--- src/rtl/alu_flag_ctrl_if.sv ---
// Execute-stage flag controller bus: instruction/flag inputs from the pipeline
// and gated ALU control, stall and architectural flag outputs back to it.
interface alu_flag_ctrl_if #(
   parameter int CNT_W = 16
);
   logic             ex_valid;
   logic             ex_flush;
   logic [5:0]       ex_opcode;
   logic             ex_regwrite;
   logic             ex_isload;
   logic             alu_cflag;
   logic             alu_zflag;
   logic             mem_loadz_valid;
   logic             mem_loadz;
   logic [5:0]       alu_opcode;
   logic             regwrite_en;
   logic             cancel;
   logic             stall;
   logic             beq_taken;
   logic             cflag;
   logic             zflag;
   logic [CNT_W-1:0] stall_cnt;

   // Pipeline side drives the instruction and flag sources
   modport master (
      output ex_valid, ex_flush, ex_opcode, ex_regwrite, ex_isload,
             alu_cflag, alu_zflag, mem_loadz_valid, mem_loadz,
      input  alu_opcode, regwrite_en, cancel, stall, beq_taken,
             cflag, zflag, stall_cnt
   );

   modport slave (
      input  ex_valid, ex_flush, ex_opcode, ex_regwrite, ex_isload,
             alu_cflag, alu_zflag, mem_loadz_valid, mem_loadz,
      output alu_opcode, regwrite_en, cancel, stall, beq_taken,
             cflag, zflag, stall_cnt
   );
endinterface

--- src/rtl/alu_flag_ctrl.sv ---
// Execute-stage controller: owns the C/Z flags, resolves conditional execution,
// interlocks Z readers behind an outstanding load and counts stall cycles.
module alu_flag_ctrl #(
   parameter int CNT_W = 16
) (
   input logic           clk,
   input logic           rst,
   alu_flag_ctrl_if.slave bus
);

   typedef enum logic {
      RUN   = 1'b0,
      ZWAIT = 1'b1
   } state_t;

   state_t           state;
   state_t           state_next;
   logic             c_flag;
   logic             c_next;
   logic             z_flag;
   logic             z_next;
   logic [CNT_W-1:0] cnt;
   logic [CNT_W-1:0] cnt_next;

   logic [1:0]       op_class;
   logic [1:0]       cond;
   logic             live;
   logic             uses_z;
   logic             stall;
   logic             cancel;
   logic             fire;
   logic             arith;

   always_ff @(posedge clk or posedge rst) begin
      if (rst) begin
         state  <= RUN;
         c_flag <= 1'b0;
         z_flag <= 1'b0;
         cnt    <= '0;
      end else begin
         state  <= state_next;
         c_flag <= c_next;
         z_flag <= z_next;
         cnt    <= cnt_next;
      end
   end

   // Conditions use only the registered flags; a pending load Z blocks readers
   always_comb begin
      op_class   = bus.ex_opcode[5:4];
      cond       = bus.ex_opcode[1:0];
      live       = bus.ex_valid & ~bus.ex_flush & ~rst;
      uses_z     = bus.ex_opcode[2] | (cond == 2'b01) | bus.ex_isload;
      stall      = live & (state == ZWAIT) & uses_z;
      cancel     = live & ~stall &
                   (((cond == 2'b10) & ~c_flag) | ((cond == 2'b01) & ~z_flag));
      fire       = live & ~stall & ~cancel;
      arith      = (op_class == 2'b01) | (op_class == 2'b10);

      state_next = state;
      c_next     = c_flag;
      z_next     = z_flag;
      cnt_next   = cnt;

      // A load computes its address through the ALU but never writes Z itself
      if (fire & arith) begin
         if (bus.ex_opcode[3]) begin
            c_next = bus.alu_cflag;
         end
         if (bus.ex_opcode[2] & ~bus.ex_isload) begin
            z_next = bus.alu_zflag;
         end
      end

      case (state)
         RUN: begin
            if (fire & bus.ex_isload) begin
               state_next = ZWAIT;
            end
         end
         ZWAIT: begin
            if (bus.mem_loadz_valid) begin
               z_next     = bus.mem_loadz;
               state_next = RUN;
            end
         end
         default: state_next = RUN;
      endcase

      if (stall & ~(&cnt)) begin
         cnt_next = cnt + CNT_W'(1);
      end
   end

   always_comb begin
      bus.alu_opcode  = 6'b0;
      bus.regwrite_en = 1'b0;
      bus.beq_taken   = 1'b0;
      bus.stall       = stall;
      bus.cancel      = cancel;
      if (fire) begin
         bus.alu_opcode  = {bus.ex_opcode[5:2], 2'b00};
         bus.regwrite_en = bus.ex_regwrite & (op_class != 2'b11);
         bus.beq_taken   = (op_class == 2'b11) & bus.alu_zflag;
      end
      bus.cflag     = c_flag;
      bus.zflag     = z_flag;
      bus.stall_cnt = cnt;
   end

endmodule

--- src/flat_wrapper.sv ---
// flat-port wrapper written by rule: the top's interface ports become plain ports
module alu_flag_ctrl_flat 
#(
   parameter int CNT_W = 16
)
  (clk, rst, bus_ex_valid, bus_ex_flush, bus_ex_opcode, bus_ex_regwrite, bus_ex_isload, bus_alu_cflag, bus_alu_zflag, bus_mem_loadz_valid, bus_mem_loadz, bus_alu_opcode, bus_regwrite_en, bus_cancel, bus_stall, bus_beq_taken, bus_cflag, bus_zflag, bus_stall_cnt);
  alu_flag_ctrl_if #(.CNT_W(CNT_W)) bus_i ();
  input logic clk;
  input logic rst;
  input wire logic [$bits(bus_i.ex_valid)-1:0] bus_ex_valid;
  input wire logic [$bits(bus_i.ex_flush)-1:0] bus_ex_flush;
  input wire logic [$bits(bus_i.ex_opcode)-1:0] bus_ex_opcode;
  input wire logic [$bits(bus_i.ex_regwrite)-1:0] bus_ex_regwrite;
  input wire logic [$bits(bus_i.ex_isload)-1:0] bus_ex_isload;
  input wire logic [$bits(bus_i.alu_cflag)-1:0] bus_alu_cflag;
  input wire logic [$bits(bus_i.alu_zflag)-1:0] bus_alu_zflag;
  input wire logic [$bits(bus_i.mem_loadz_valid)-1:0] bus_mem_loadz_valid;
  input wire logic [$bits(bus_i.mem_loadz)-1:0] bus_mem_loadz;
  output wire logic [$bits(bus_i.alu_opcode)-1:0] bus_alu_opcode;
  output wire logic [$bits(bus_i.regwrite_en)-1:0] bus_regwrite_en;
  output wire logic [$bits(bus_i.cancel)-1:0] bus_cancel;
  output wire logic [$bits(bus_i.stall)-1:0] bus_stall;
  output wire logic [$bits(bus_i.beq_taken)-1:0] bus_beq_taken;
  output wire logic [$bits(bus_i.cflag)-1:0] bus_cflag;
  output wire logic [$bits(bus_i.zflag)-1:0] bus_zflag;
  output wire logic [$bits(bus_i.stall_cnt)-1:0] bus_stall_cnt;
  assign bus_i.ex_valid = bus_ex_valid;
  assign bus_i.ex_flush = bus_ex_flush;
  assign bus_i.ex_opcode = bus_ex_opcode;
  assign bus_i.ex_regwrite = bus_ex_regwrite;
  assign bus_i.ex_isload = bus_ex_isload;
  assign bus_i.alu_cflag = bus_alu_cflag;
  assign bus_i.alu_zflag = bus_alu_zflag;
  assign bus_i.mem_loadz_valid = bus_mem_loadz_valid;
  assign bus_i.mem_loadz = bus_mem_loadz;
  assign bus_alu_opcode = bus_i.alu_opcode;
  assign bus_regwrite_en = bus_i.regwrite_en;
  assign bus_cancel = bus_i.cancel;
  assign bus_stall = bus_i.stall;
  assign bus_beq_taken = bus_i.beq_taken;
  assign bus_cflag = bus_i.cflag;
  assign bus_zflag = bus_i.zflag;
  assign bus_stall_cnt = bus_i.stall_cnt;
  alu_flag_ctrl #(.CNT_W(CNT_W)) u_core (.clk(clk), .rst(rst), .bus(bus_i));
endmodule
--- config.mk ---
export PLATFORM = sky130hd
export DESIGN_NAME = alu_flag_ctrl_flat
export DESIGN_NICKNAME = d
export VERILOG_FILES = /design/src/rtl/alu_flag_ctrl_if.sv /design/src/rtl/alu_flag_ctrl.sv /design/src/flat_wrapper.sv
export SDC_FILE = /design/constraint.sdc
export NUM_CORES = 1
export LEC_CHECK = 0
export ABC_AREA = 0
export BUFFER_PORTS_ARGS = -buffer_cell sky130_fd_sc_hd__clkbuf_2
export CAP_MARGIN = 20
export CORE_MARGIN = 2
export CORE_UTILIZATION = 47
export DETAILED_ROUTE_END_ITERATION = 7
export PLACE_DENSITY = 0.79
export SETUP_SLACK_MARGIN = 0.2
export SLEW_MARGIN = 20
export SYNTH_ARGS = -nofsm -noshare
export SYNTH_HDL_FRONTEND = slang
export SYNTH_SLANG_ARGS = --single-unit
--- constraint.sdc ---
create_clock -name clk -period 2.2 [get_ports clk]
set_input_delay 0.22 -clock clk [delete_from_list [all_inputs] [get_ports clk]]
set_output_delay 0.22 -clock clk [all_outputs]
set_load 0.01 [all_outputs]
; ---- Yosys cells after proc, flatten, opt, wreduce, memory -nomap -nowiden
; Index checks and enable logic that the tools add are counted.
[word_totals]
ff_bits = 19
latchBits = 0
ram_bits = 0
rom_bits = 0
inputBits = 16
output_inout_bits = 28
word_cells = 51
memories = 0
[classes]
n_addsub = 1
multipliers = 0
div = 0
magnitude_cmp = 0
n_eq_ne = 6
shift = 0
mux = 10
n_bitwise = 28
n_reduce_logical = 2
[ops]
columns = operator, n
row1 = 16-bit by 1-bit adder with 16-bit output (second input constant), 1
row2 = 16-bit AND reduction, 1
row3 = 1-bit AND, 15
row4 = 1-bit inverter, 9
row5 = 1-bit 2-to-1 mux, 8
row6 = 2-bit equality test (second input constant), 3
row7 = 6-bit 2-to-1 mux, 1
row8 = 2-bit by 1-bit equality test with 1-bit output (second input constant), 2
row9 = 1-bit bitwise OR, 4
row10 = 2-bit != test (second input constant), 1
row11 = 1-bit one-hot mux with 2 select lines, 1
row12 = 2-bit AND reduction, 1

; ---- Depth between registers and ports, before layout
[depth]
depth_word = 14
mapped_depth = 7
depth_no_buf = 6

; ---- Worst setup path after synthesis
; OpenSTA, ideal clock, no wires.
[synth_path]
kind = in2reg
from = in bus_ex_flush
to = reg u_core.cnt[1], in the netlist u_core.bus.stall_cnt[1]
arrival_ns = 1.599
required_ns = 2.075
slack_ns = 0.476
path_stages = 5
path_buffers = 1
cell_sequence = or3b_4 > a211oi_4 > a21boi_2 > buf_6 > mux2_2
[synth_between]
elab_chain_len = 6
[synth_rtl]
columns = item, line_no
row1 = start: declaration, flat_wrapper.sv:11  ; input wire logic [$bits(bus_i.ex_flush)-1:0] bus_ex_flush;
row2 = 1-bit inverter, alu_flag_ctrl.sv:52  ; live = bus.ex_valid & ~bus.ex_flush & ~rst;
row3 = 1-bit AND (2 in series), alu_flag_ctrl.sv:52
row4 = 1-bit AND (2 in series), alu_flag_ctrl.sv:54  ; stall = live & (state == ZWAIT) & uses_z;
row5 = via bus_stall, flat_wrapper.sv:22  ; output wire logic [$bits(bus_i.stall)-1:0] bus_stall;
row6 = 1-bit AND, alu_flag_ctrl.sv:90  ; if (stall & ~(&cnt)) begin
row7 = end signal: assignment, alu_flag_ctrl.sv:44  ; cnt <= cnt_next;
row8 = end: declaration, alu_flag_ctrl.sv:22  ; logic [CNT_W-1:0] cnt;
; The timed path passes the listed nets, and every way through them passes these cells.
; A chain may end at the register's enable or synchronous reset.

; ---- Worst setup path after layout
[layout_path]
from = reg u_core.state
to = out bus_beq_taken
[layout_between]
elab_chain_len = 8
[layout_rtl]
columns = item, line_no
row1 = start: declaration, alu_flag_ctrl.sv:16  ; state_t state;
row2 = start signal: assignment, alu_flag_ctrl.sv:41  ; state <= state_next;
row3 = 1-bit AND (*) (2 in series), alu_flag_ctrl.sv:54
row4 = 1-bit inverter (*), "alu_flag_ctrl.sv:55, alu_flag_ctrl.sv:57"
row5 = 1-bit AND (*), "alu_flag_ctrl.sv:55, alu_flag_ctrl.sv:57"
row6 = 1-bit AND, alu_flag_ctrl.sv:55  ; cancel = live & ~stall &
row7 = 1-bit inverter, alu_flag_ctrl.sv:57  ; fire = live & ~stall & ~cancel;
row8 = 1-bit AND (*), alu_flag_ctrl.sv:57
row9 = 1-bit 2-to-1 mux (*), alu_flag_ctrl.sv:101  ; if (fire) begin
row10 = end: declaration, flat_wrapper.sv:23  ; output wire logic [$bits(bus_i.beq_taken)-1:0] bus_beq_taken;
; Mark *: on every way between the ends. The rest lies on a longest branch, timed or not.

==> results_dict.tcl <==
set metrics [dict create \
    run_status "finished clean" \
    min_period_ns 1.84 \
    critPathMaxFanout 10 \
    clock_latency_ns 0.30 \
    core.rowCount 17 \
    required_ns 1.98 \
    io_pins 44 \
    rrSetupSlack_ns 0.40 \
    end_kind "primary output" \
    holdCritPathClass "in -> async" \
    layout_worst_path_cycle_share_pct 83.6 \
    drive_gt1_share_pct 36.1 \
    fmax_ghz 0.544 \
    die_width_um 51.4 \
    grt_max_degree 20 \
    cp-start-kind "register" \
    path_buf_inv 2 \
    post_cts_buffers 0 \
    multi_input_area_um2 553 \
    dp_hpwl_um 1600 \
    place_ws_ns 0.224 \
    synth_cells 105 \
    power_density_nw_per_um2 546 \
    cts_tree "done" \
    p_sw_share_pct 28.9 \
    synthFlopType "dfrtp_1" \
    ys_types 33 \
    post_dp_cell_area_um2 1270 \
    setup_viol 0 \
    cp_cell_sequence "inv_1, a21oi_1, nor3_4, and3_1, clkbuf_2" \
    drtIter0Drc 9 \
    drv_cap 0 \
    synth_edf_count 0 \
    diodes 0 \
    die_area_um2 2640 \
    timing.rr.start "u_core.bus.stall_cnt[0]" \
    core-area_um2 2170 \
    grt_pass1_vias 810 \
    grt_pass1_wl_um 3390 \
    arrival_ns 1.62 \
    critical_path.top_delay_family "simple AND/OR/NAND/NOR gates" \
    final_cell_area_um2 1310 \
    r2r_end "u_core.bus.stall_cnt[7]" \
    yosys_warnings 0 \
    finalMaxSlewViolations 0 \
    drc 0 \
    fin_setup_tns_ns 0 \
    worst_pin_slew_ns 0.690 \
    cts.reportedPaths.clkPinSlew_ns 0.11 \
    drt_pass1_iterations 4 \
    hold_viol 0 \
    synth_area_um2 1050 \
    final_antenna_net_count 0 \
    gp_congestion 0.766 \
    cellLeakagePower_uw 0.000664 \
    relSlewSlack_pct 54.0 \
    die_h_um 51.4 \
    htree_levels 1 \
    seqPwrFrac_pct 56.6 \
    synth.avg_cell_area_um2 10.0 \
    p_int_uw 507 \
    via_per_inst 5.14 \
    worst_clock_skew_ns 0.00720 \
    slowest_stage "dfrtp_1" \
    grt_overflow 0 \
    cts_sinks 19 \
    port_buffers 41 \
    via_count 900 \
    holdBufCountCts 0 \
    cts-root-buf "clkbuf_4" \
    r2r_cells 6 \
    drt_wl_total_um 2100 \
    start_util_pct 48.6 \
    path_class "reg -> out" \
    seq_area_frac_synth_pct 45.1 \
    switchingPower_uw 206 \
    vdd_drop_max_v 0.000455 \
    nFillCells 186 \
    grt_antenna_before_repair 0 \
    cts_max_path_buffers 2 \
    ys_ff_latch 19 \
    syn_to_final_growth_pct 24.0 \
    cp_slowest_stage_delay_ns 0.41 \
    fin_ws_ns 0.360 \
    regArea_um2 475 \
    numCtsBuffers 3 \
    rsz0062_at_grt "no" \
    async_flop_share_pct 100 \
    fin_nets 166 \
    wl_per_cell_um 12.0 \
    grt_use_total_pct 16.6 \
    comb_power_share_pct 18.7 \
    clkPwrFrac_pct 24.7 \
]
[area by class of cell]
cell class	count	area share [%]
Clock inverter	1	0.383
Sequential cell	19	36.4
Tap cell	28	2.68
Timing Repair Buffer	41	15.7
Clock buffer	3	1.72
Multi-Input combinational cell	80	42.3
Inverter	3	0.861
[routing by layer]
metal	part of all wire [%]	track usage (%)	routed length [um]	up-vias
met4	0.43	4.82	9	0
li1	-	-	-	446
met5	0	0	0	-
met2	45	28.0	940	44
met1	46	21.5	963	408
met3	8.9	3.22	187	2
[cells in the mapped netlist, drive strengths merged (3+ instances only)]
master  instances  area share (%)
nor3            5             2.8
buf             3             2.5
dfrtp          19              45
nand2          10             3.6
xor2            4             3.3
nand4           5             3.0
and3            4             2.4
nor2            7             2.5
and2            4             2.4
nand3           6             2.8
inv             3             1.1
xnor2          10             8.3
[power groups by stage]
| stage | registers [uW] | logic, uW | clock network (uW) |
|---|---|---|---|
| 2_1_floorplan | 419 | 65.6 | 0 |
| 3_3_place_gp | 408 | 128 | 0 |
| 3_5_place_dp | 411 | 133 | 0 |
| 4_1_cts | 403 | 134 | 177 |
| 5_1_grt | 407 | 147 | 193 |
| 6_report | 403 | 134 | 176 |
[state kept, by name, summed over array words and instances, names as in the netlist]
register,cells
u_core.bus.stall_cnt,16
u_core.bus.cflag,1
u_core.state,1
u_core.bus.zflag,1
[how the worst max path moves through the flow]
stage | start | endpoint | slack (ns) | cells past startpoint
5_1_grt | u_core.state | bus_regwrite_en | 0.25 | 5
6_report | u_core.state | bus_beq_taken | 0.36 | 5
3_3_place_gp | bus_ex_flush | u_core.bus.stall_cnt[7] | 0.26 | 6
4_1_cts | u_core.bus.stall_cnt[0] | u_core.bus.stall_cnt[7] | 0.25 | 6
2_1_floorplan | bus_ex_flush | u_core.bus.stall_cnt[1] | 0.48 | 5
3_5_place_dp | bus_ex_flush | u_core.bus.stall_cnt[7] | 0.22 | 6
[stage by stage]
step | util (%) | cells | power (uW) | hold WS (ns)
4_1_cts | 59.7 | 175 | 714 | 0.0485
6_report | 60.3 | 175 | 713 | 0.00330
5_1_grt | 60.3 | 175 | 747 | 0.0905
2_1_floorplan | - | 106 | 484 | 0.171
3_5_place_dp | 58.5 | 171 | 543 | 0.374
3_3_place_gp | 58.5 | 171 | 535 | 0.348
[logic make-up (layout without fill, tap and decap cells)]
family | count (synthesis) | count (layout) | synth area share (%)
buffers and inverters | 7 | 48 | 3.91
other | 1 | 2 | 0.356
flip-flops | 19 | 19 | 45.1
AO/OA/AOI/OAI | 9 | 9 | 7.00
XOR/XNOR | 14 | 14 | 11.6
adder cells (fa/ha/maj) | 2 | 2 | 2.37
multiplexers | 3 | 3 | 3.08
AND/OR/NAND/NOR | 50 | 50 | 26.6
[cell usage in the layout (no fill, tap or decap)]
master | synthesis | routed
conb_1 | 1 | 2
and4bb_2 | 1 | 1
a32o_1 | 1 | 1
inv_1 | 3 | 3
a21oi_1 | 2 | 2
nand2_1 | 10 | 10
clkinv_2 | 0 | 1
xnor2_1 | 10 | 10
or3b_4 | 1 | 1
nor2_1 | 7 | 7
nor3_4 | 0 | 1
nand3_1 | 6 | 6
a31oi_1 | 1 | 1
nand3b_1 | 1 | 1
nor3_1 | 4 | 3
o21ai_0 | 2 | 2
clkbuf_4 | 0 | 3
clkbuf_2 | 0 | 41
and2_1 | 4 | 4
o22ai_1 | 1 | 1
dfrtp_1 | 19 | 19
and3b_1 | 2 | 2
mux2i_1 | 1 | 1
nor3b_1 | 1 | 1
nor3_2 | 1 | 1
nor2b_1 | 1 | 1
nand2b_1 | 2 | 2
mux2_2 | 2 | 2
a21boi_2 | 1 | 1
ha_1 | 2 | 2
and3_1 | 4 | 4
xor2_1 | 4 | 4
nand4_1 | 5 | 5
a211oi_4 | 1 | 1
[repair_timing]
action                     in CTS  in global routing
resized for setup               0                  2
hold endpoints to repair        0                  0
setup endpoints to repair       0                 13
No activity file was read; power rests on OpenSTA's default activity.
